**config.mk**
```make
export PLATFORM = sky130hd
export DESIGN_NAME = rr_stream_arbiter
export DESIGN_NICKNAME = d
export VERILOG_FILES = /design/src/rtl/rr_stream_arbiter_pkg.sv /design/src/rtl/mux_oh.sv /design/src/rtl/rr_pick_oh.sv /design/src/rtl/rr_stream_arbiter.sv
export SDC_FILE = /design/constraint.sdc
export NUM_CORES = 1
export LEC_CHECK = 0
export ABC_AREA = 1
export CORE_ASPECT_RATIO = 0.8
export CORE_MARGIN = 1
export CORE_UTILIZATION = 25
export CTS_CLUSTER_DIAMETER = 200
export CTS_CLUSTER_SIZE = 30
export DETAILED_ROUTE_END_ITERATION = 16
export PLACE_DENSITY_LB_ADDON = 0.1
export SLEW_MARGIN = 20
export SYNTH_ARGS = -nofsm -noshare
export SYNTH_HDL_FRONTEND = slang
export SYNTH_SLANG_ARGS = --single-unit
```
**constraint.sdc**
```tcl
create_clock -name clk_i -period 1.9 [get_ports clk_i]
set_input_delay 0.285 -clock clk_i [delete_from_list [all_inputs] [get_ports clk_i]]
set_output_delay 0.285 -clock clk_i [all_outputs]
set_load 0.03 [all_outputs]
```
**src/rtl/rr_stream_arbiter_pkg.sv**
```systemverilog
// rr_stream_arbiter_pkg: shared state encoding and pointer sizing for the round-robin stream arbiter.
package rr_stream_arbiter_pkg;
  typedef logic [0:0] arb_state_t;
  localparam arb_state_t IDLE   = 1'b0;
  localparam arb_state_t LOCKED = 1'b1;
  function automatic int ptr_w(input int n);
    return (n > 1) ? $clog2(n) : 1;
  endfunction
endpackage

```
**src/rtl/mux_oh.sv**
```systemverilog
// MuxOH: one-hot select data mux; an all-zero select yields zero.
module MuxOH #(
  parameter int InputWidth = 4,
  parameter int DataWidth  = 32
) (
  input  logic [InputWidth-1:0]           sel_i,
  input  logic [InputWidth*DataWidth-1:0] data_i,
  output logic [DataWidth-1:0]            data_o
);
  always_comb begin
    data_o = '0;
    for (int i = 0; i < InputWidth; i++)
      data_o = data_o | (data_i[i*DataWidth +: DataWidth] & {DataWidth{sel_i[i]}});
  end
endmodule

```
**src/rtl/rr_pick_oh.sv**
```systemverilog
// rr_pick_oh: combinational round-robin one-hot picker; lowest request at or above ptr, else lowest overall.
module rr_pick_oh
  import rr_stream_arbiter_pkg::*;
#(
  parameter int InputWidth = 4
) (
  input  logic [InputWidth-1:0]             req,
  input  logic [ptr_w(InputWidth)-1:0]      ptr,
  output logic [InputWidth-1:0]             gnt
);
  logic [InputWidth-1:0] masked;
  assign masked = req & ({InputWidth{1'b1}} << ptr);
  assign gnt = |masked ? (masked & (~masked + InputWidth'(1)))
                       : (req & (~req + InputWidth'(1)));
endmodule

```
**src/rtl/rr_stream_arbiter.sv**
```systemverilog
// rr_stream_arbiter: round-robin packet arbiter; holds the grant from first presented beat until the last beat is accepted.
module rr_stream_arbiter
  import rr_stream_arbiter_pkg::*;
#(
  parameter int InputWidth = 4,
  parameter int DataWidth  = 32
) (
  input  logic                            clk_i,
  input  logic                            rst_i,
  input  logic [InputWidth-1:0]           valid_i,
  input  logic [InputWidth-1:0]           last_i,
  input  logic [InputWidth*DataWidth-1:0] data_i,
  output logic [InputWidth-1:0]           ready_o,
  output logic                            valid_o,
  output logic                            last_o,
  output logic [DataWidth-1:0]            data_o,
  input  logic                            ready_i,
  output logic [InputWidth-1:0]           gnt_oh_o
);
  localparam int PW = ptr_w(InputWidth);
  arb_state_t            st_q;
  logic [PW-1:0]         ptr_q, win_idx, ptr_nxt;
  logic [InputWidth-1:0] gnt_q, pick;
  logic                  fire;
  rr_pick_oh #(.InputWidth(InputWidth)) u_pick (
    .req(valid_i),
    .ptr(ptr_q),
    .gnt(pick)
  );
  MuxOH #(.InputWidth(InputWidth), .DataWidth(DataWidth)) u_mux (
    .sel_i(gnt_oh_o),
    .data_i(data_i),
    .data_o(data_o)
  );
  assign gnt_oh_o = (st_q == LOCKED) ? gnt_q : pick;
  assign valid_o  = |(valid_i & gnt_oh_o);
  assign last_o   = |(last_i & gnt_oh_o);
  assign ready_o  = gnt_oh_o & {InputWidth{ready_i}};
  assign fire     = valid_o & ready_i;
  always_comb begin
    win_idx = '0;
    for (int i = 0; i < InputWidth; i++)
      if (gnt_oh_o[i]) win_idx = PW'(i);
  end
  // non-power-of-two widths need an explicit wrap
  assign ptr_nxt = (win_idx == PW'(InputWidth - 1)) ? '0 : win_idx + PW'(1);
  always_ff @(posedge clk_i or posedge rst_i) begin
    if (rst_i) begin
      st_q  <= IDLE;
      ptr_q <= '0;
      gnt_q <= '0;
    end else if (fire && last_o) begin
      st_q  <= IDLE;
      ptr_q <= ptr_nxt;
      gnt_q <= '0;
    end else if (st_q == IDLE && valid_o) begin
      st_q  <= LOCKED;
      gnt_q <= gnt_oh_o;
    end
  end
endmodule
```
=== Yosys cells after proc, flatten, opt, wreduce, memory -nomap -nowiden ===
Cells that the tools add are included.

* Shift operators: 1
* Equal/unequal tests: 1
* Bitwise logic cells: 17
* Add/subtract/negate cells: 3
* Mux-type cells: 10
* Reductions and logical operators: 6

{| class="wikitable"
|+ Operators with widths
! kind !! number
|-
| $and A32 B32 Y32 || 4
|-
| $or A32 B32 Y32 || 3
|-
| $and A4 B4 Y4 || 6
|-
| $mux W4 || 4
|-
| $reduce_or A4 Y1 || 3
|-
| $add A4 B1 Y4 const B || 2
|-
| $not A4 Y4 || 2
|-
| $mux W2 || 3
|-
| $shl A4 B2 Y4 const A || 1
|-
| $mux W1 || 3
|-
| $add A2 B1 Y2 const B || 1
|-
| $eq A2 B2 Y1 const B || 1
|-
| $logic_and A1 B1 Y1 || 2
|-
| $reduce_bool A2 Y1 || 1
|-
| $and A1 B1 Y1 || 1
|-
| $not A1 Y1 || 1
|}

* Register bits: 7
* Word-level logic and storage cells: 41
* Input bits: 139
* Output and inout port bits: 42

=== Logic depth before layout (Yosys ltp) ===
* Word-level depth: 12
* Depth in mapped cells: 14
* Gate-level depth less buffers: 14

=== Modules after synthesis ===
A second synthesis with hierarchy kept.

* Cells, all modules: 404
* Area total of the unflattened synthesis: 1,851.8 um2

{| class="wikitable"
|+ Modules (own cells, without submodules)
! module !! instances !! sequential area each (um2) !! cells each !! area an instance (um2)
|-
| MuxOH || 1 || 0.0 || 300 || 1,199.9
|-
| rr_stream_arbiter || 1 || 175.2 || 83 || 556.8
|-
| rr_pick_oh || 1 || 0.0 || 21 || 95.1
|}

=== Worst setup path after synthesis ===
No wires, ideal clock.

* Path type: flip-flop to output port
* From: register ptr_q[1]
* To: output data_o[22]
* Cell stages (with the launch flop): 8
* Setup slack: -0.088 ns
* Required time: 1.615 ns
* Arrival time: 1.703 ns
* Path buffers: 1
* Cells stage by stage: dfrtp_1 -> nor2_2 -> a21oi_2 -> nand3_2 -> nand2_4 -> clkbuf_1 -> nand2_1 -> nand4_1

* Elaborated cells on any way between the ends: 15
* Those cells by class: 1 x add/sub; 1 x shift; 2 x mux; 10 x bitwise; 1 x reduce/logical

{| class="wikitable"
|+ RTL lines
! element !! line !! source
|-
| start: declaration || rr_stream_arbiter.sv:22 || <nowiki>logic [PW-1:0] ptr_q, win_idx, ptr_nxt;</nowiki>
|-
| start signal: assignment || rr_stream_arbiter.sv:54 || <nowiki>ptr_q <= ptr_nxt;</nowiki>
|-
| $shl A4 B2 Y4 * || rr_pick_oh.sv:12 || <nowiki>assign masked = req & ({InputWidth{1'b1}} << ptr);</nowiki>
|-
| $and A4 B4 Y4 * || rr_pick_oh.sv:12 ||
|-
| $not A4 Y4 || rr_pick_oh.sv:13 || <nowiki>assign gnt = |masked ? (masked & (~masked + InputWidth'(1)))</nowiki>
|-
| $add A4 B1 Y4 || rr_pick_oh.sv:13 ||
|-
| $and A4 B4 Y4 || rr_pick_oh.sv:13 ||
|-
| $mux W4 * || rr_pick_oh.sv:13 ||
|-
| $mux W4 * || rr_stream_arbiter.sv:35 || <nowiki>assign gnt_oh_o = (st_q == LOCKED) ? gnt_q : pick;</nowiki>
|-
| named net gnt_oh_o[3] || rr_stream_arbiter.sv:18 || <nowiki>output logic [InputWidth-1:0] gnt_oh_o</nowiki>
|-
| $and A32 B32 Y32 * || mux_oh.sv:13 || <nowiki>data_o = data_o | (data_i[i*DataWidth +: DataWidth] & {DataWidth{sel_i[i]}});</nowiki>
|-
| $or A32 B32 Y32 * || mux_oh.sv:13 ||
|-
| end: declaration || rr_stream_arbiter.sv:16 || <nowiki>output logic [DataWidth-1:0] data_o,</nowiki>
|}

The timed path passes the listed nets; every way through them passes the cells marked *.

=== Worst setup path in the final report ===
* From: register ptr_q[1]
* To: output data_o[4]

* Word-level cells in the longest chain between the ends: 11
* Elaborated cells on any way between the ends: 15
* Those cells by class: 1 x add/sub; 1 x shift; 2 x mux; 10 x bitwise; 1 x reduce/logical

{| class="wikitable"
|+ RTL lines
! element !! line
|-
| $shl A4 B2 Y4 * || rr_pick_oh.sv:12
|-
| $and A4 B4 Y4 * || rr_pick_oh.sv:12
|-
| $not A4 Y4 || rr_pick_oh.sv:13
|-
| $add A4 B1 Y4 || rr_pick_oh.sv:13
|-
| $and A4 B4 Y4 || rr_pick_oh.sv:13
|-
| $mux W4 * || rr_pick_oh.sv:13
|-
| $mux W4 * || rr_stream_arbiter.sv:35
|-
| $and A32 B32 Y32 || mux_oh.sv:13
|-
| $or A32 B32 Y32 (2 in a row) || mux_oh.sv:13
|-
| $or A32 B32 Y32 * || mux_oh.sv:13
|}

Every way passes the cells marked *; elsewhere a longest branch is shown, timed or not.

==> impl_metrics.yaml <==
worst_setup_path:
  cp_num_buf_inv: 4
  path_class: "flip-flop to primary output"
  crit_path_top_delay_cell: "dfrtp_2"
  slowest_delay_ns: 0.46
  worstPathArrival_ns: 1.93
  r2r_slack_ns: -0.21
  crit_top_cell: "buf_4"
  start_kind: "flip-flop"
  crit_family: "buffers and inverters"
  critical_path_required_ns: 1.62
  critPathMaxFanout: 14
  end_kind: "primary output"
  path_cells: "nor2_4 > a21oi_2 > buf_4 > buf_4 > nand3_4 > nand2_8 > buf_12 > nand2_1 > nand4_1 > buf_6"
detailed_routing:
  via_per_inst: 4.89
  vias: 2719
  firstDrtPassIters: 5
  drt_iter0_markers: 135
  drc: 0
  antenna_left: 0
  wire_per_inst_um: 15.3
  finalWirelength_um: 8530
finish:
  nNetsFinal: 634
  fin_util_pct: 80.0
  layoutNonFillerInstCount: 556
  drive_above_1_share_pct: 30.6
  n_antenna_cell: 0
  area_growth_pct: 206
clock_network:
  numCtsBuffers: 3
  h-tree-depth: 1
  cts_tree: "yes"
  cts_sinks: 7
  clkLatencyLatePin_ns: 0.23
  ctsHoldBuffers: 0
  clockBufferDepth: 2
  cts_root_buffer: "clkbuf_8"
  clk_transition_reported_paths_ns: 0.04
synth:
  synth_common_cells: "nand2_1 (158), nand4_1 (32), inv_1 (11), nand3_1 (11), nor2_1 (9)"
  yosys.area.top_type: "nand2_1"
  synth.area.top_cells: "nand2_1 (45%), nand4_1 (15%), dfrtp_1 (13%)"
  ys_seq_area_share_pct: 13.3
  synthArstFlopShare_pct: 100
  yosysMostFrequentCell: "nand2_1"
  postSynthAreaPerCell_um2: 4.99
  syn-num-nets: 403
  syn_inst: 264
  synth_ff_type: "dfrtp_1"
  synth.top_cell.area_share_pct: 45.0
  synth_edf_count: 0
  yosys_warnings: 0
  netlist_area_mm2: 0.00132
  synth_seq_cells: 7
  yosysUniqueCellTypes: 20
placed_design:
  port_buffers: 180
  hpwl_um: 5690
  dp_cells: 517
  place_ws_ns: -0.392
  gp_congestion: 0.882
floorplan:
  die_h_um: 66.9
  die_area_mm2: 0.00557
  floorplan.rows: 23
  boundaryPins: 181
  die_w_um: 83.2
  start_util_pct: 26.2
  core_area_mm2: 0.00504
grt:
  gr-usage-met2_pct: 50.6
  use_met1_pct: 33.3
  antenna_found_initial: 0
  busiest_layer: "met2"
  grt-ovfl-total: 0
  grt_first_pass_wirelength_um: 12400
  use_met3_pct: 4.58
  grt_start_max_net_pins: 28
  track_usage_pct: 27.6
  grt_pass1_vias: 2591
power_and_ir_drop:
  powerDensity_mw_per_mm2: 1710
  p_leak_nw: 1.77
  power.total_w: 0.00689
  vdd_drop_max_mv: 1.59
sta:
  grt_setup_unrepaired: "true"
  max_slew.worst_pin.slew_ns: 0.340
  fin_ws_ns: -0.312
  post-route-min-period_ns: 2.21
  setup_viol: 49
  max_freq_mhz: 452
  hold_viol_final: 0
  fin_worst_skew_ns: 0.00166
  slew_viol_final: 0
  finalCritPeriodShare_pct: 116
  slew_headroom_pct: 77.3
run_status:
  violations: "negative setup slack"
  outcome: "finished with violations"
run:
  cap_violations: 0
worst_hold_path:
  hp-class: "primary input to async pin"
[power by group]
| part | internal, W | switching (W) | leakage, nW |
|---|---|---|---|
| clock network | 0.000145 | 0.0000654 | 0.0228 |
| registers | 0.000217 | 0.0000628 | 0.0853 |
| logic | 0.00303 | 0.00337 | 1.67 |
[kinds of logic after synthesis]
logic type      after synthesis  synth area share, %
simple gates                221                 74.7
compound gates                9                 3.70
flops                         7                 13.3
buf+inv                      27                 8.26
[layout by cell type (no fill, tap or decap), types with 2 or more instances in the layout]
cell type        count
nor2_1               6
buf_12               8
dlygate4sd2_1        4
dfrtp_1              5
nand2_2             18
nand4_1             32
buf_6               46
buf_4               41
nand2_1            140
nand3_4              4
a21oi_1              3
nand2_4              2
dfrtp_2              2
nand2_8              2
buf_8                2
buf_16               2
inv_1                9
clkbuf_8             3
clkdlybuf4s50_1    134
a21oi_2              4
nand3_1              6
nand3_2              4
inv_2                4
nor2_4               5
[cell type report]
| cell class | instances | area, um2 |
|---|---|---|
| timing repair buffer | 238 | 2470 |
| multi-input combinational | 230 | 1190 |
| fill | 354 | 1000 |
| sequential | 7 | 178 |
| tap | 62 | 77.6 |
| inverter | 15 | 66.3 |
| clock buffer | 4 | 45.0 |
[layer usage]
layer | vias up | wire length (um)
li1 | 1320 | -
met1 | 1251 | 3510
met4 | 0 | 142
met5 | - | 0
met2 | 134 | 4360
met3 | 14 | 511
[sequential cells by signal, indices dropped and copies added, names as in the netlist]
name / cells
st_q: 1
gnt_q: 4
ptr_q: 2
[stage by stage]
step / hold WS [ns] / area [um2] / setup TNS [ns]
after floorplan: 0.0884 / 1320 / 0
after global placement: 0.514 / 3290 / -9.83
after detailed placement: 0.523 / 3290 / -13.46
after CTS: 0.289 / 3860 / -7.75
after global routing: 0.329 / 4030 / -15.59
final: 0.283 / 4030 / -11.80
[final timing paths]
| path | startpoint | to | cells after the start |
|---|---|---|---|
| max in group asynchronous | rst_i | ptr_q[0]$_DFFE_PP0P_ | 2 |
| setup / recovery | ptr_q[1]$_DFFE_PP0P_ | data_o[4] | 10 |
| setup reg to reg | ptr_q[1]$_DFFE_PP0P_ | gnt_q[1]$_DFFE_PP0P_ | 14 |
| min in group clk_i | gnt_q[1]$_DFFE_PP0P_ | gnt_q[1]$_DFFE_PP0P_ | 2 |
| hold / removal | rst_i | gnt_q[3]$_DFFE_PP0P_ | 2 |
| hold reg to reg | gnt_q[1]$_DFFE_PP0P_ | gnt_q[1]$_DFFE_PP0P_ | 2 |
[repair_timing]
| item | in CTS | in global routing |
|---|---|---|
| resized for setup | 73 | 32 |
| pin swaps | 23 | 12 |
| buffers inserted | 28 | 5 |
| setup endpoints to repair | 42 | 49 |
| gates cloned | 3 | 2 |
Note: power is estimated with default switching activity, not from simulation.
